## src/rtl/sigmoid_backprop_pkg.sv

```systemverilog
// Shared fixed-point definitions for the sigmoid backprop block: defaults, FSM states, reduce-to-width.
// SIGMOID_BACKPROP_SAT_EN selects clamping reductions; otherwise reductions wrap.
package nn_pkg;

  localparam int WIDTH_DEF = 16;
  localparam int FRAC_DEF  = 8;
  localparam int ONE       = 1 << FRAC_DEF;
  localparam int MAXW      = 64;

  typedef enum logic [3:0] {
    IDLE,
    ERR,
    DERIV,
    DELTA,
    SCALE,
    UPD1,
    UPD2,
    UPDB,
    DONE
  } state_e;

  // Reduce a sign-extended value to w bits; result stays sign-extended to MAXW.
  function automatic logic signed [MAXW-1:0] reduce_w(input logic signed [MAXW-1:0] v,
                                                      input int w);
`ifdef SIGMOID_BACKPROP_SAT_EN
    logic signed [MAXW-1:0] hi;
    logic signed [MAXW-1:0] lo;
    hi = (MAXW'(1) <<< (w - 1)) - MAXW'(1);
    lo = ~hi;
    if (v > hi) return hi;
    if (v < lo) return lo;
    return v;
`else
    return (v <<< (MAXW - w)) >>> (MAXW - w);
`endif
  endfunction

endpackage

```

## src/rtl/sigmoid_backprop_if.sv

```systemverilog
// Operand/result bundle for sigmoid_backprop: valid/ready on both sides.
// master = upstream/downstream environment, slave = the backprop block.
interface sigmoid_backprop_if
  import nn_pkg::*;
#(
  parameter int WIDTH = WIDTH_DEF
) ();

  logic                    in_valid;
  logic                    in_ready;
  logic signed [WIDTH-1:0] input1;
  logic signed [WIDTH-1:0] input2;
  logic signed [WIDTH-1:0] weight1;
  logic signed [WIDTH-1:0] weight2;
  logic signed [WIDTH-1:0] bias;
  logic signed [WIDTH-1:0] y;
  logic signed [WIDTH-1:0] target;
  logic signed [WIDTH-1:0] lr;
  logic                    out_valid;
  logic                    out_ready;
  logic signed [WIDTH-1:0] weight1_new;
  logic signed [WIDTH-1:0] weight2_new;
  logic signed [WIDTH-1:0] bias_new;
  logic signed [WIDTH-1:0] delta;

  modport master (
    output in_valid, input1, input2, weight1, weight2, bias, y, target, lr, out_ready,
    input  in_ready, out_valid, weight1_new, weight2_new, bias_new, delta
  );

  modport slave (
    input  in_valid, input1, input2, weight1, weight2, bias, y, target, lr, out_ready,
    output in_ready, out_valid, weight1_new, weight2_new, bias_new, delta
  );

endinterface

```

## src/rtl/sigmoid_backprop_qmul.sv

```systemverilog
// Signed fixed-point multiply: full 2*WIDTH product, floor shift by FRAC, reduce to WIDTH.
// Purely combinational; reduction mode follows SIGMOID_BACKPROP_SAT_EN.
module qmul
  import nn_pkg::*;
#(
  parameter int WIDTH = WIDTH_DEF,
  parameter int FRAC  = FRAC_DEF
) (
  input  logic signed [WIDTH-1:0] a_i,
  input  logic signed [WIDTH-1:0] b_i,
  output logic signed [WIDTH-1:0] p_o
);

  logic signed [2*WIDTH-1:0] prod;

  assign prod = a_i * b_i;
  assign p_o  = WIDTH'(reduce_w(MAXW'(prod >>> FRAC), WIDTH));

endmodule

```

## src/rtl/sigmoid_backprop.sv

```systemverilog
// Output-node backprop step for a 2-input sigmoid neuron (SIGMOID_BACKPROP_SAT_EN: clamp, else wrap).
// 7 edges accept-to-out_valid, 9-cycle issue interval; holds DONE until out_ready, in_ready only in IDLE.
module sigmoid_backprop
  import nn_pkg::*;
#(
  parameter int WIDTH = WIDTH_DEF,
  parameter int FRAC  = FRAC_DEF
) (
  input  logic              clk,
  input  logic              rst,
  sigmoid_backprop_if.slave bp
);

  typedef logic signed [WIDTH-1:0] word_t;

  localparam word_t ONE_W = word_t'(1 << FRAC);

  state_e state_q;
  word_t  x1_q, x2_q, w1_q, w2_q, b_q, y_q, t_q, lr_q;
  word_t  e_q, d_q, delta_q, g_q;
  word_t  w1n_q, w2n_q, bn_q;
  logic   out_valid_q;

  word_t  mul_a, mul_b, mul_p, one_minus_y;

  function automatic word_t sub_red(input word_t a, input word_t b);
    logic signed [WIDTH:0] s;
    s = {a[WIDTH-1], a} - {b[WIDTH-1], b};
    return word_t'(reduce_w(MAXW'(s), WIDTH));
  endfunction

  assign one_minus_y = sub_red(ONE_W, y_q);

  // One multiplier serves every product; the state picks its operands.
  always_comb begin
    mul_a = '0;
    mul_b = '0;
    case (state_q)
      DERIV:   begin mul_a = y_q;  mul_b = one_minus_y; end
      DELTA:   begin mul_a = e_q;  mul_b = d_q;         end
      SCALE:   begin mul_a = lr_q; mul_b = delta_q;     end
      UPD1:    begin mul_a = g_q;  mul_b = x1_q;        end
      UPD2:    begin mul_a = g_q;  mul_b = x2_q;        end
      default: begin mul_a = '0;   mul_b = '0;          end
    endcase
  end

  qmul #(
    .WIDTH (WIDTH),
    .FRAC  (FRAC)
  ) u_qmul (
    .a_i (mul_a),
    .b_i (mul_b),
    .p_o (mul_p)
  );

  always_ff @(posedge clk or negedge rst) begin
    if (!rst) begin
      state_q     <= IDLE;
      x1_q        <= '0;
      x2_q        <= '0;
      w1_q        <= '0;
      w2_q        <= '0;
      b_q         <= '0;
      y_q         <= '0;
      t_q         <= '0;
      lr_q        <= '0;
      e_q         <= '0;
      d_q         <= '0;
      delta_q     <= '0;
      g_q         <= '0;
      w1n_q       <= '0;
      w2n_q       <= '0;
      bn_q        <= '0;
      out_valid_q <= 1'b0;
    end else begin
      case (state_q)
        IDLE: begin
          if (bp.in_valid) begin
            x1_q    <= bp.input1;
            x2_q    <= bp.input2;
            w1_q    <= bp.weight1;
            w2_q    <= bp.weight2;
            b_q     <= bp.bias;
            y_q     <= bp.y;
            t_q     <= bp.target;
            lr_q    <= bp.lr;
            state_q <= ERR;
          end
        end
        ERR: begin
          e_q     <= sub_red(y_q, t_q);
          state_q <= DERIV;
        end
        DERIV: begin
          d_q     <= mul_p;
          state_q <= DELTA;
        end
        DELTA: begin
          delta_q <= mul_p;
          state_q <= SCALE;
        end
        SCALE: begin
          g_q     <= mul_p;
          state_q <= UPD1;
        end
        UPD1: begin
          w1n_q   <= sub_red(w1_q, mul_p);
          state_q <= UPD2;
        end
        UPD2: begin
          w2n_q   <= sub_red(w2_q, mul_p);
          state_q <= UPDB;
        end
        UPDB: begin
          bn_q        <= sub_red(b_q, g_q);
          out_valid_q <= 1'b1;
          state_q     <= DONE;
        end
        DONE: begin
          if (bp.out_ready) begin
            out_valid_q <= 1'b0;
            state_q     <= IDLE;
          end
        end
        default: begin
          out_valid_q <= 1'b0;
          state_q     <= IDLE;
        end
      endcase
    end
  end

  assign bp.in_ready    = (state_q == IDLE);
  assign bp.out_valid   = out_valid_q;
  assign bp.delta       = delta_q;
  assign bp.weight1_new = w1n_q;
  assign bp.weight2_new = w2n_q;
  assign bp.bias_new    = bn_q;

endmodule

```

## src/flat_wrapper.sv

```systemverilog
// flat-port wrapper written by rule: the top's interface ports become plain ports
module sigmoid_backprop_flat import nn_pkg::*;
#(
  parameter int WIDTH = WIDTH_DEF,
  parameter int FRAC  = FRAC_DEF
)
  (clk, rst, bp_in_valid, bp_input1, bp_input2, bp_weight1, bp_weight2, bp_bias, bp_y, bp_target, bp_lr, bp_out_ready, bp_in_ready, bp_out_valid, bp_weight1_new, bp_weight2_new, bp_bias_new, bp_delta);
  sigmoid_backprop_if #(.WIDTH(WIDTH)) bp_i ();
  input  logic clk;
  input  logic rst;
  input wire logic [$bits(bp_i.in_valid)-1:0] bp_in_valid;
  input wire logic [$bits(bp_i.input1)-1:0] bp_input1;
  input wire logic [$bits(bp_i.input2)-1:0] bp_input2;
  input wire logic [$bits(bp_i.weight1)-1:0] bp_weight1;
  input wire logic [$bits(bp_i.weight2)-1:0] bp_weight2;
  input wire logic [$bits(bp_i.bias)-1:0] bp_bias;
  input wire logic [$bits(bp_i.y)-1:0] bp_y;
  input wire logic [$bits(bp_i.target)-1:0] bp_target;
  input wire logic [$bits(bp_i.lr)-1:0] bp_lr;
  input wire logic [$bits(bp_i.out_ready)-1:0] bp_out_ready;
  output wire logic [$bits(bp_i.in_ready)-1:0] bp_in_ready;
  output wire logic [$bits(bp_i.out_valid)-1:0] bp_out_valid;
  output wire logic [$bits(bp_i.weight1_new)-1:0] bp_weight1_new;
  output wire logic [$bits(bp_i.weight2_new)-1:0] bp_weight2_new;
  output wire logic [$bits(bp_i.bias_new)-1:0] bp_bias_new;
  output wire logic [$bits(bp_i.delta)-1:0] bp_delta;
  assign bp_i.in_valid = bp_in_valid;
  assign bp_i.input1 = bp_input1;
  assign bp_i.input2 = bp_input2;
  assign bp_i.weight1 = bp_weight1;
  assign bp_i.weight2 = bp_weight2;
  assign bp_i.bias = bp_bias;
  assign bp_i.y = bp_y;
  assign bp_i.target = bp_target;
  assign bp_i.lr = bp_lr;
  assign bp_i.out_ready = bp_out_ready;
  assign bp_in_ready = bp_i.in_ready;
  assign bp_out_valid = bp_i.out_valid;
  assign bp_weight1_new = bp_i.weight1_new;
  assign bp_weight2_new = bp_i.weight2_new;
  assign bp_bias_new = bp_i.bias_new;
  assign bp_delta = bp_i.delta;
  sigmoid_backprop #(.WIDTH(WIDTH), .FRAC(FRAC)) u_core (.clk(clk), .rst(rst), .bp(bp_i));
endmodule
```

## config.mk

```make
export PLATFORM = sky130hd
export DESIGN_NAME = sigmoid_backprop_flat
export DESIGN_NICKNAME = d
export VERILOG_FILES = /design/src/rtl/sigmoid_backprop_pkg.sv /design/src/rtl/sigmoid_backprop_if.sv /design/src/rtl/sigmoid_backprop_qmul.sv /design/src/rtl/sigmoid_backprop.sv /design/src/flat_wrapper.sv
export SDC_FILE = /design/constraint.sdc
export NUM_CORES = 1
export LEC_CHECK = 0
export CAP_MARGIN = 20
export CORE_MARGIN = 2
export CORE_UTILIZATION = 30
export CTS_BUF_LIST = sky130_fd_sc_hd__clkbuf_2
export CTS_CLUSTER_SIZE = 40
export DETAILED_ROUTE_END_ITERATION = 10
export MAX_ROUTING_LAYER = met4
export PLACE_DENSITY_LB_ADDON = 0.05
export SLEW_MARGIN = 20
export SYNTH_ARGS = -nofsm -noshare
export SYNTH_HDL_FRONTEND = slang
export SYNTH_HIERARCHICAL = 1
export SYNTH_SLANG_ARGS = --single-unit
```

## constraint.sdc

```tcl
create_clock -name clk -period 21.3 [get_ports clk]
set_clock_uncertainty 0.2 [all_clocks]
set_input_delay 5.325 -clock clk [delete_from_list [all_inputs] [get_ports clk]]
set_output_delay 5.325 -clock clk [all_outputs]
set_load 0.05 [all_outputs]
```

-- Yosys cells after proc, flatten, opt, wreduce, memory -nomap -nowiden
Index checks and enable logic that the tools add are counted.
- bits of input ports: 132
- flip-flop bits (word level): 245
- output and inout bits: 66
- word-level logic and storage cells: 47
- eq/ne operators: 10
- reduce and logical (&&, ||, !) cells: 6
- muxes and demuxes: 7
- multipliers: 1
- bitwise logic cells: 1
- add/subtract/negate cells: 5
- operators by type and width (cell ; count):
    case mux 16 bit (5 select lines) ; 1
    case mux 16 bit (4 select lines) ; 1
    subtractor 16 bit ; 4
    case mux 4 bit (9 select lines) ; 1
    multiplier 16 x 16 -> 24 bit ; 1
    == test 4 x 3 -> 1 bit (second input constant) ; 4
    subtractor 10 x 16 -> 16 bit (first input constant) ; 1
    == test 4 x 2 -> 1 bit (second input constant) ; 2
    two-way mux 4 bit ; 2
    OR reduction 7 bit ; 1
    AND reduction 2 bit ; 3
    == test 4 x 1 -> 1 bit (second input constant) ; 1
    == test 4 bit (second input constant) ; 1
    zero test 4 bit ; 1
    != test 2 bit (second input constant) ; 2
    case mux 1 bit (3 select lines) ; 1
    OR reduction 2 bit ; 1
    two-way mux 1 bit ; 1
    inverter 1 bit ; 1

-- Logic depth before layout (Yosys ltp)
Gate-level depths: netlist (run 1).
- depth after elaboration: 5
- depth in mapped cells: 38
- mapped depth without buffers: 36

-- Cells and area by module
Netlist (run 1), hierarchy kept.
- modules (own cells, without submodules) (module ; times used ; cells an instance ; area each (µm²)):
    sigmoid_backprop ; 1 ; 1244 ; 13143.9
    qmul ; 1 ; 847 ; 7389.6

-- Worst setup path after synthesis (run 1)
Ideal clock, no wire load.
- kind: register -> register
- from: register u_core.y_q[4]
- to: register u_core.w2n_q[13], in the netlist u_core/bp.weight2_new[13]
- buffers on the path: 1
- data arrival time: 8.413 ns
- required time: 20.969 ns
- cell stages (with the launch flop): 29
- path slack: 12.556 ns
- period minus slack after synthesis: 8.744 ns
- cells stage by stage: dfrtp_1 or4_4 or4_4 o21ai_4 xor2_1 o211ai_1 clkbuf_1 nand2_1 fa_1 fa_1 fa_1 fa_1 fa_1 fa_1 inv_1 ha_1 o21ai_0 nor2_1 or4_1 o21ai_2 nor2_1 nor2_1 xnor2_1 inv_1 ha_1 nand3_1 o311ai_1 a31oi_1 or3_1
- cells in the longest elaborated chain, start to end: 4
- elaborated cells between the ends (all ways): 5
- those cells by class: add/sub (2); mul (1); mux (2)
- RTL lines (item ; RTL line ; source):
    start: declaration ; sigmoid_backprop.sv:19 ; word_t x1_q, x2_q, w1_q, w2_q, b_q, y_q, t_q, lr_q;
    start signal: assignment ; sigmoid_backprop.sv:85 ; y_q <= bp.y;
    subtractor 10 x 16 -> 16 bit ; sigmoid_backprop.sv:28 ; s = {a[WIDTH-1], a} - {b[WIDTH-1], b};
    case mux 16 bit (5 select lines) ; sigmoid_backprop.sv:38 ; case (state_q)
    via u_core.mul_b[9] ; sigmoid_backprop.sv:24 ; word_t mul_a, mul_b, mul_p, one_minus_y;
    multiplier 16 x 16 -> 24 bit ; sigmoid_backprop_qmul.sv:16 ; assign prod = a_i * b_i;
    via u_core.mul_p[10] ; sigmoid_backprop.sv:24 ;
    subtractor 16 bit ; sigmoid_backprop.sv:28 ;
    end signal: assignment ; sigmoid_backprop.sv:112 ; w2n_q <= sub_red(w2_q, mul_p);
    end: declaration ; sigmoid_backprop.sv:21 ; word_t w1n_q, w2n_q, bn_q;
The timed path passes the listed nets, and every way through them passes these cells.
A chain may end at the register's enable or synchronous reset.

-- Final worst setup path (run 1)
- from: register u_core.state_q[2]
- to: register u_core.w2n_q[13], in the netlist u_core/bp.weight2_new[13]
- cells in the longest elaborated chain, start to end: 5
- elaborated cells between the ends (all ways): 10
- those cells by class: add/sub (1); mul (1); eq/ne (5); mux (2); reduce/logical (1)
- RTL lines (item ; RTL line ; source):
    start: declaration ; sigmoid_backprop.sv:18 ; state_e state_q;
    start signal: assignment ; sigmoid_backprop.sv:59 ; state_q <= IDLE;
    start signal: assignment ; sigmoid_backprop.sv:88 ; state_q <= ERR;
    start signal: assignment ; sigmoid_backprop.sv:93 ; state_q <= DERIV;
    == test 4 x 3 -> 1 bit ; sigmoid_backprop.sv:38 ;
    OR reduction 2 bit (no source line) ; n/a ;
    case mux 16 bit (4 select lines) * ; sigmoid_backprop.sv:38 ;
    via u_core.mul_a[7] ; sigmoid_backprop.sv:24 ;
    multiplier 16 x 16 -> 24 bit * ; sigmoid_backprop_qmul.sv:16 ;
    via u_core.mul_p[10] ; sigmoid_backprop.sv:24 ;
    subtractor 16 bit * ; sigmoid_backprop.sv:28 ;
The timed path passes the listed nets; every way through them passes the cells marked *.

==> Flow_metrics.wiki, run 1 <==
{| class="wikitable"
! Metric !! Value
|-
| Top cell by count, worst path || sky130_fd_sc_hd__fa_1
|-
| Wire length of the first global-routing pass || 106000 um
|-
| Count of final hold-check violations || 0
|-
| CTS sink count || 245
|-
| Half-perimeter wire length after placement || 54000 um
|-
| Largest stage delay on the critical path || 0.84 ns
|-
| Main flop type after synthesis || sky130_fd_sc_hd__dfrtp_1
|-
| Clock tree from TritonCTS || built
|-
| Routability congestion estimate from global placement || 0.844
|-
| Final critical delay including setup and external delays || 10.83 ns
|-
| Status || finished clean
|-
| Max-slew headroom || 30.2%
|-
| Final-layout worst hold slack || 0.275 ns
|-
| Antenna violation net count after detailed routing || 0
|-
| Fmax || 92.3 MHz
|-
| Worst setup SP type || flip-flop
|-
| Post-synthesis to final-layout area growth || 17.9%
|-
| Post-route setup TNS || 0 ns
|-
| Fillers || 6965
|-
| Number of buffers inserted to repair setup after CTS || 0
|-
| Post-synth EDFFs || 0
|-
| Max Slew Vio Count || 0
|-
| Total routing usage reported by global routing || 20.7%
|-
| Number of buffers inserted during clock tree synthesis || 74
|-
| Clk pin slew, worst setup/hold paths || 0.08 ns
|-
| CTS max path bufs || 3
|-
| Count of buffers from port buffering || 197
|-
| Horizontal extent of the die || 266 um
|-
| Critical Path Sink Type || flip-flop
|-
| Crit path max fanout || 33
|-
| Remaining Overflow, GRT || 0
|-
| Number of design-rule violations left by the first detailed-router iteration || 826
|-
| CTS-repair resized insts || 0
|-
| CP bufs+invs || 4
|-
| Distinct cell type count of the synthesized netlist || 78
|-
| Average via count per standard cell || 4.88
|-
| Fraction of layout cells with a size suffix above 1 || 13.6%
|-
| Setup repair after global routing missed its margin || no
|-
| Max Cap Viol || 0
|-
| Pin count of the biggest net entering global routing || 112
|-
| Die Footprint || 0.0706 mm^2
|-
| Critical Setup Path Class || reg2reg
|-
| NumNets Final || 2754
|-
| Number of placed I/O pins || 198
|-
| Area of the mapped netlist || 0.0205 mm^2
|-
| Clk Latency, worst-skew pair || 1.08 ns
|-
| Number of register bits inferred by synthesis || 245
|-
| Portion of the post-synthesis area used by sequential elements || 29.9%
|-
| Data arrival time of the critical path || 11.47 ns
|-
| Total of hold buffers inserted after clock tree synthesis || 0
|-
| Starting density of the core || 30.4%
|-
| Total length of routed wires || 69700 um
|-
| Core region area || 0.0675 mm^2
|-
| Layout Cells excl Fill || 3234
|-
| Number of global-route vias before repair || 16774
|-
| Chip Height || 266 um
|-
| Post-synth top area cell || sky130_fd_sc_hd__dfrtp_1
|-
| Multi-input combinational cell area || 0.0130 mm^2
|-
| DRC errors left || 0
|-
| Syn_nets || 2544
|-
| Number of antenna violations at the first check in global routing || 11
|-
| Transition time at the pin with the least slew margin || 1.04 ns
|-
| Average wire length per cell after detail routing || 21.5 um
|-
| Root buffer cell || sky130_fd_sc_hd__clkbuf_2
|-
| CP max-delay cell || sky130_fd_sc_hd__nand2_1
|-
| Final clock period utilization by the worst path || 50.9%
|-
| Hold Crit Class || reg2reg
|-
| Async SR Flop Fraction || 100%
|-
| Yosys Warn Count || 6
|-
| Endpoint required time on the critical path || 21.94 ns
|-
| Dominant delay contributor by cell family on the critical path || adder cells
|-
| Final setup viols || 0
|-
| Syn Area/Cell || 9.82 um^2
|-
| Maximum level of the CTS H-tree || 3
|-
| Register-to-register path setup slack || 10.47 ns
|-
| Syn Inst Count || 2091
|-
| Area share of the largest cell type after synthesis || 29.9%
|-
| Leading cell types by total area after synthesis || sky130_fd_sc_hd__dfrtp_1, sky130_fd_sc_hd__fa_1, sky130_fd_sc_hd__mux2_2, sky130_fd_sc_hd__ha_1, sky130_fd_sc_hd__inv_1
|-
| Detailed-route via count || 15778
|-
| Number of iterations in the first detailed-routing pass || 5
|-
| Placed insts || 3098
|-
| Sequential cell area || 0.00613 mm^2
|-
| Row count || 95
|}
==> worst paths after layout <==
| path | from | cells after the start | endpoint |
|---|---|---|---|
| max in group asynchronous | rst | 2 | u_core/w2_q[5]$_DFFE_PN0P_ |
| max | u_core/state_q[2]$_DFFE_PN0P_ | 28 | u_core/bp.weight2_new[13]$_DFFE_PN0P_ |
| min in group asynchronous | rst | 1 | u_core/b_q[14]$_DFFE_PN0P_ |
| min reg2reg | u_core/bp.bias_new[9]$_DFFE_PN0P_ | 2 | u_core/bp.bias_new[9]$_DFFE_PN0P_ |
| max reg2reg | u_core/state_q[2]$_DFFE_PN0P_ | 28 | u_core/bp.weight2_new[13]$_DFFE_PN0P_ |
| min | u_core/bp.bias_new[9]$_DFFE_PN0P_ | 2 | u_core/bp.bias_new[9]$_DFFE_PN0P_ |
==> worst min-delay path: stages (launching register included) <==
cell and delay [ns]:
sky130_fd_sc_hd__dfrtp_1 0.35, sky130_fd_sc_hd__nand2_1 0.05, sky130_fd_sc_hd__nand2_1 0.05
==> layout by cell type (no fill, tap or decap), types with 8 or more instances in the layout <==
| master | count |
|---|---|
| sky130_fd_sc_hd__diode_2 | 12 |
| sky130_fd_sc_hd__xnor2_1 | 54 |
| sky130_fd_sc_hd__o31ai_1 | 10 |
| sky130_fd_sc_hd__mux2_2 | 146 |
| sky130_fd_sc_hd__a221o_1 | 17 |
| sky130_fd_sc_hd__a21o_1 | 21 |
| sky130_fd_sc_hd__clkinv_1 | 9 |
| sky130_fd_sc_hd__o2111ai_1 | 8 |
| sky130_fd_sc_hd__nand3_1 | 32 |
| sky130_fd_sc_hd__nor3_1 | 22 |
| sky130_fd_sc_hd__a21oi_1 | 55 |
| sky130_fd_sc_hd__a22o_1 | 18 |
| sky130_fd_sc_hd__nand2b_1 | 16 |
| sky130_fd_sc_hd__nand4_1 | 10 |
| sky130_fd_sc_hd__fa_1 | 190 |
| sky130_fd_sc_hd__a22oi_1 | 20 |
| sky130_fd_sc_hd__nor2_1 | 45 |
| sky130_fd_sc_hd__ha_1 | 131 |
| sky130_fd_sc_hd__o21a_1 | 15 |
| sky130_fd_sc_hd__xor2_1 | 25 |
| sky130_fd_sc_hd__buf_4 | 30 |
| sky130_fd_sc_hd__o211ai_1 | 16 |
| sky130_fd_sc_hd__nor2b_1 | 18 |
| sky130_fd_sc_hd__clkdlybuf4s50_1 | 196 |
| sky130_fd_sc_hd__inv_1 | 299 |
| sky130_fd_sc_hd__clkbuf_2 | 106 |
| sky130_fd_sc_hd__dfrtp_1 | 245 |
| sky130_fd_sc_hd__and2_1 | 100 |
| sky130_fd_sc_hd__o21ai_0 | 98 |
| sky130_fd_sc_hd__nand2_1 | 255 |
==> cells in the mapped netlist, drive strengths merged (25+ instances only) <==
library cell    n
nor2           47
fa            190
clkbuf         84
o21ai         106
dfrtp         245
xnor2          55
inv           299
nand3          32
nand2         256
ha            131
a21oi          56
mux2          146
xor2           26
and2          101
nor3           25
==> state kept, by name, summed over array words and instances, names as in the netlist, 4 cells and up <==
register	count
u_core/w2_q	16
u_core/x2_q	16
u_core/bp.bias_new	16
u_core/x1_q	16
u_core/y_q	16
u_core/b_q	16
u_core/t_q	16
u_core/w1_q	16
u_core/e_q	16
u_core/g_q	16
u_core/state_q	4
u_core/d_q	16
u_core/bp.weight1_new	16
u_core/lr_q	16
u_core/bp.weight2_new	16
u_core/bp.delta	16
==> layout make-up <==
cell class              count  area share (%)
diodes                     12           0.124
multi-input cells        1454            53.5
inverters                 299            4.63
clock buffers             106            2.19
repair buffers            227            9.09
flip-flops and latches    245            25.3
well taps                 873            4.51
clock inverters            18           0.599
==> through the flow <==
step                      utilization, %  area, um^2  setup slack, ns
final                               35.9       24200            10.47
after global routing                35.9       24200             9.68
after CTS                           35.8       24200            10.41
after detailed placement            34.8       23500            10.61
after global placement              34.8       23500            10.78
after floorplan                        -       20500            12.56
==> routing by layer <==
layer	vias up	share of wire, %	global-route usage, %
met3	98	3.8	3.61
li1	7430	-	-
met2	309	48	32.8
met1	7941	46	26.9
met5	-	0	-
met4	0	2.6	6.51
==> cell families (layout without fill, tap and decap cells) <==
family	after synthesis	after routing	share of synthesized area, %
fa+ha+maj	321	321	26.5
xor+xnor	81	81	3.49
other cells	0	12	0
flops	245	245	29.9
buf+inv	392	650	7.18
mux	147	147	8.06
compound gates	355	355	11.9
simple gates	550	550	13.0
Power of run 1 is not shown: default switching activity piles up to over one toggle a cycle in this logic, so the estimate is an artifact.
==> inputs of run 2 (changes only) <==
==> constraint.sdc (replaced) <==
create_clock -name clk -period 9.35 [get_ports clk]
set_clock_uncertainty 0.2 [all_clocks]
set_input_delay 2.3375 -clock clk [delete_from_list [all_inputs] [get_ports clk]]
set_output_delay 2.3375 -clock clk [all_outputs]
set_load 0.05 [all_outputs]
==> run 2 against run 1 <==
Global-route usage is 0.31 points higher. Critical path depth is 3 higher. Design area is 5.7% higher. Fmax is 21% higher. First-iteration DRC count is 5.6% lower. Largest cell class unchanged. Count of clock-buffer cells in the layout is 6 lower. Register-to-register slack worse by 10 ns. Critical endpoint is now u_core/bp.weight2_new[14]$_DFFE_PN0P_. Core utilization is 2.0 points higher. Cell count is 4.8% higher. Flip-flop and latch count stayed put. Non-clock buffer count is 158 higher.
==> Flow_metrics.wiki, run 2 (synthesis results as in run 1) <==
{| class="wikitable"
! Metric !! Value
|-
| Status || finished clean
|-
| Count of final hold-check violations || 0 (unchanged)
|-
| Number of instances on the worst hold path || 2 (unchanged)
|-
| Critical Path Sink Type || flip-flop
|-
| Crit path max fanout || 9 (-73%)
|-
| Worst setup SP type || flip-flop
|-
| Row count || 95 (unchanged)
|-
| CTS sink count || 245 (unchanged)
|-
| Most common cell after layout, fill and taps aside || sky130_fd_sc_hd__inv_1
|-
| Detailed-route via count || 16387 (+3.9%)
|-
| Transition time at the pin with the least slew margin || 1.01 ns (-0.0344 ns)
|-
| Number of design-rule violations left by the first detailed-router iteration || 780 (-5.6%)
|-
| Average via count per standard cell || 4.84 (-0.86%)
|-
| Worst slack at placement || 0.112 ns (-10.50 ns)
|-
| Post-synthesis to final-layout area growth || 24.6%
|-
| Number of placed I/O pins || 198 (unchanged)
|-
| Final setup viols || 0 (unchanged)
|-
| Average wire length per cell after detail routing || 21.0 um (-2.7%)
|-
| Starting density of the core || 30.4% (unchanged)
|-
| CP bufs+invs || 6 (+2)
|-
| Clock tree from TritonCTS || built
|-
| Antenna violation net count after detailed routing || 0 (unchanged)
|-
| Root buffer cell || sky130_fd_sc_hd__clkbuf_2
|-
| Hold path endpoint || u_core/bp.bias_new[9]$_DFFE_PN0P_
|-
| Dominant delay contributor by cell family on the critical path || adder cells
|-
| Max-slew headroom || 32.4% (+2.3 points)
|-
| Largest stage delay on the critical path || 0.55 ns (-0.29 ns)
|-
| Worst r2r src || u_core/y_q[3]$_DFFE_PN0P_
|-
| Final clock period utilization by the worst path || 95.8% (+45 points)
|-
| Remaining Overflow, GRT || 0 (unchanged)
|-
| Endpoint required time on the critical path || 10.08 ns (-11.86 ns)
|-
| Source of the worst hold timing path || u_core/bp.bias_new[9]$_DFFE_PN0P_
|-
| CP max-delay cell || sky130_fd_sc_hd__fa_1
|-
| Final critical delay including setup and external delays || 8.96 ns (-1.88 ns)
|-
| Data arrival time of the critical path || 9.69 ns (-1.78 ns)
|-
| Count of buffers from port buffering || 197 (unchanged)
|-
| Pin count of the biggest net entering global routing || 138 (+23%)
|-
| Number of global-route vias before repair || 17297 (+3.1%)
|-
| DRC errors left || 0 (unchanged)
|-
| Register-to-register path setup slack || 0.39 ns (-10.07 ns)
|-
| Number of buffers inserted during clock tree synthesis || 74 (unchanged)
|-
| Top cell by count, worst path || sky130_fd_sc_hd__fa_1
|-
| Utilization of the core after routing || 37.9% (+2.0 points)
|-
| Fraction of layout cells with a size suffix above 1 || 19.4% (+5.8 points)
|-
| Depth of the worst register-to-register path || 31 (+11%)
|-
| Worst Slack Setup Final || 0.395 ns (-10.07 ns)
|-
| Max Cap Viol || 0 (unchanged)
|-
| Total routing usage reported by global routing || 21.0% (+0.31 points)
|-
| Core region area || 0.0675 mm^2 (unchanged)
|-
| Hold Crit Class || reg2reg
|-
| Max Slew Vio Count || 0 (unchanged)
|-
| Half-perimeter wire length after placement || 57200 um (+5.8%)
|-
| Horizontal extent of the die || 266 um (unchanged)
|-
| Clk pin slew, worst setup/hold paths || 0.09 ns (about the same)
|-
| Number of antenna violations at the first check in global routing || 5 (-6)
|-
| Routability congestion estimate from global placement || 0.881 (+4.4%)
|-
| Wire length of the first global-routing pass || 107000 um (+1.4%)
|-
| Clk Latency, worst-skew pair || 1.05 ns (-0.03 ns)
|-
| Maximum level of the CTS H-tree || 3 (unchanged)
|-
| Fillers || 6915 (-0.72%)
|-
| Die Footprint || 0.0706 mm^2 (unchanged)
|-
| Total of hold buffers inserted after clock tree synthesis || 0 (unchanged)
|-
| Commonest cells after routing, fill and taps aside || sky130_fd_sc_hd__inv_1, sky130_fd_sc_hd__nand2_1, sky130_fd_sc_hd__dfrtp_1, sky130_fd_sc_hd__clkdlybuf4s50_1, sky130_fd_sc_hd__fa_1
|-
| Fmax || 112 MHz (+21%)
|-
| Reg2reg end || u_core/bp.weight2_new[14]$_DFFE_PN0P_
|-
| NumNets Final || 2912 (+5.7%)
|-
| WP depth || 31 (+11%)
|-
| Number of iterations in the first detailed-routing pass || 5 (unchanged)
|-
| CTS max path bufs || 3 (unchanged)
|-
| Chip Height || 266 um (unchanged)
|-
| Critical Setup Path Class || reg2reg
|-
| Total length of routed wires || 71000 um (+1.9%)
|}
[run 2: cell types whose count changed in the layout (fill, tap and decap cells not counted), moves of 2 or more]
cell	previous run	this run
sky130_fd_sc_hd__clkbuf_2	106	100
sky130_fd_sc_hd__buf_4	30	176
sky130_fd_sc_hd__inv_2	0	2
sky130_fd_sc_hd__dfrtp_1	245	242
sky130_fd_sc_hd__inv_1	299	297
sky130_fd_sc_hd__a21oi_2	1	5
sky130_fd_sc_hd__dfrtp_2	0	3
sky130_fd_sc_hd__diode_2	12	5
sky130_fd_sc_hd__a2111oi_0	3	1
sky130_fd_sc_hd__clkinv_1	9	20
sky130_fd_sc_hd__buf_12	0	9
sky130_fd_sc_hd__a21oi_1	55	51
[run 2: worst register-to-register path: cells and delay by family, from the launching register on]
kind | cells | cell delay [ns]
buf+inv | 6 | 0.65
fa+ha+maj | 8 | 3.64
flops | 1 | 0.45
simple gates | 8 | 1.95
compound gates | 7 | 1.62
xor+xnor | 2 | 0.33
[run 2: how the worst max path moves through the flow]
stage / from / endpoint / slack (ns)
floorplan: u_core/y_q[4]$_DFFE_PN0P_ / u_core/bp.weight2_new[13]$_DFFE_PN0P_ / 0.61
global placement: u_core/state_q[1]$_DFFE_PN0P_ / u_core/bp.weight2_new[14]$_DFFE_PN0P_ / 0.11
detailed placement: u_core/state_q[1]$_DFFE_PN0P_ / u_core/bp.weight2_new[14]$_DFFE_PN0P_ / 0.11
CTS: u_core/y_q[4]$_DFFE_PN0P_ / u_core/bp.weight1_new[11]$_DFFE_PN0P_ / 0.04
global route: u_core/y_q[3]$_DFFE_PN0P_ / u_core/bp.weight1_new[14]$_DFFE_PN0P_ / -0.01
finish: u_core/y_q[3]$_DFFE_PN0P_ / u_core/bp.weight2_new[14]$_DFFE_PN0P_ / 0.39
[run 2: routing by layer]
metal / vias to the layer above / global-route usage [%] / routed length (um)
met4: 0 / 5.92 / 1690
met2: 315 / 33.9 / 34200
li1: 7763 / - / -
met5: - / - / 0
met3: 77 / 3.45 / 2640
met1: 8232 / 27.2 / 32500
[run 2: through the flow]
stage                     area, um^2  std cells  hold WS (ns)  TNS (ns)
after detailed placement       24700       3243         0.269         0
after CTS                      25400       3373         0.292         0
after global routing           25600       3386         0.310   -0.0140
final                          25600       3388         0.278         0
after global placement         24700       3243         0.262         0
after floorplan                20500       2091         0.246         0
[run 2: timing repair]
| item | in CTS | in global routing |
|---|---|---|
| pin swaps | 1 | 4 |
| endpoints found under the setup margin | 4 | 12 |
| gates resized for setup | 0 | 26 |
| hold endpoints to repair | 0 | 0 |
| setup buffers | 3 | 9 |
[run 2: layout make-up]
| class | count | area, um^2 | share of cell area [%] |
|---|---|---|---|
| multi-input cells | 1454 | 13000 | 50.9 |
| clock buffers | 100 | 500 | 1.96 |
| clock inverters | 27 | 154 | 0.601 |
| well taps | 873 | 1090 | 4.27 |
| flip-flops and latches | 245 | 6130 | 24.0 |
| repair buffers | 385 | 3540 | 13.8 |
| inverters | 299 | 1120 | 4.39 |
| diodes | 5 | 12.5 | 0.0489 |
Power of run 2 is left out for the same reason.
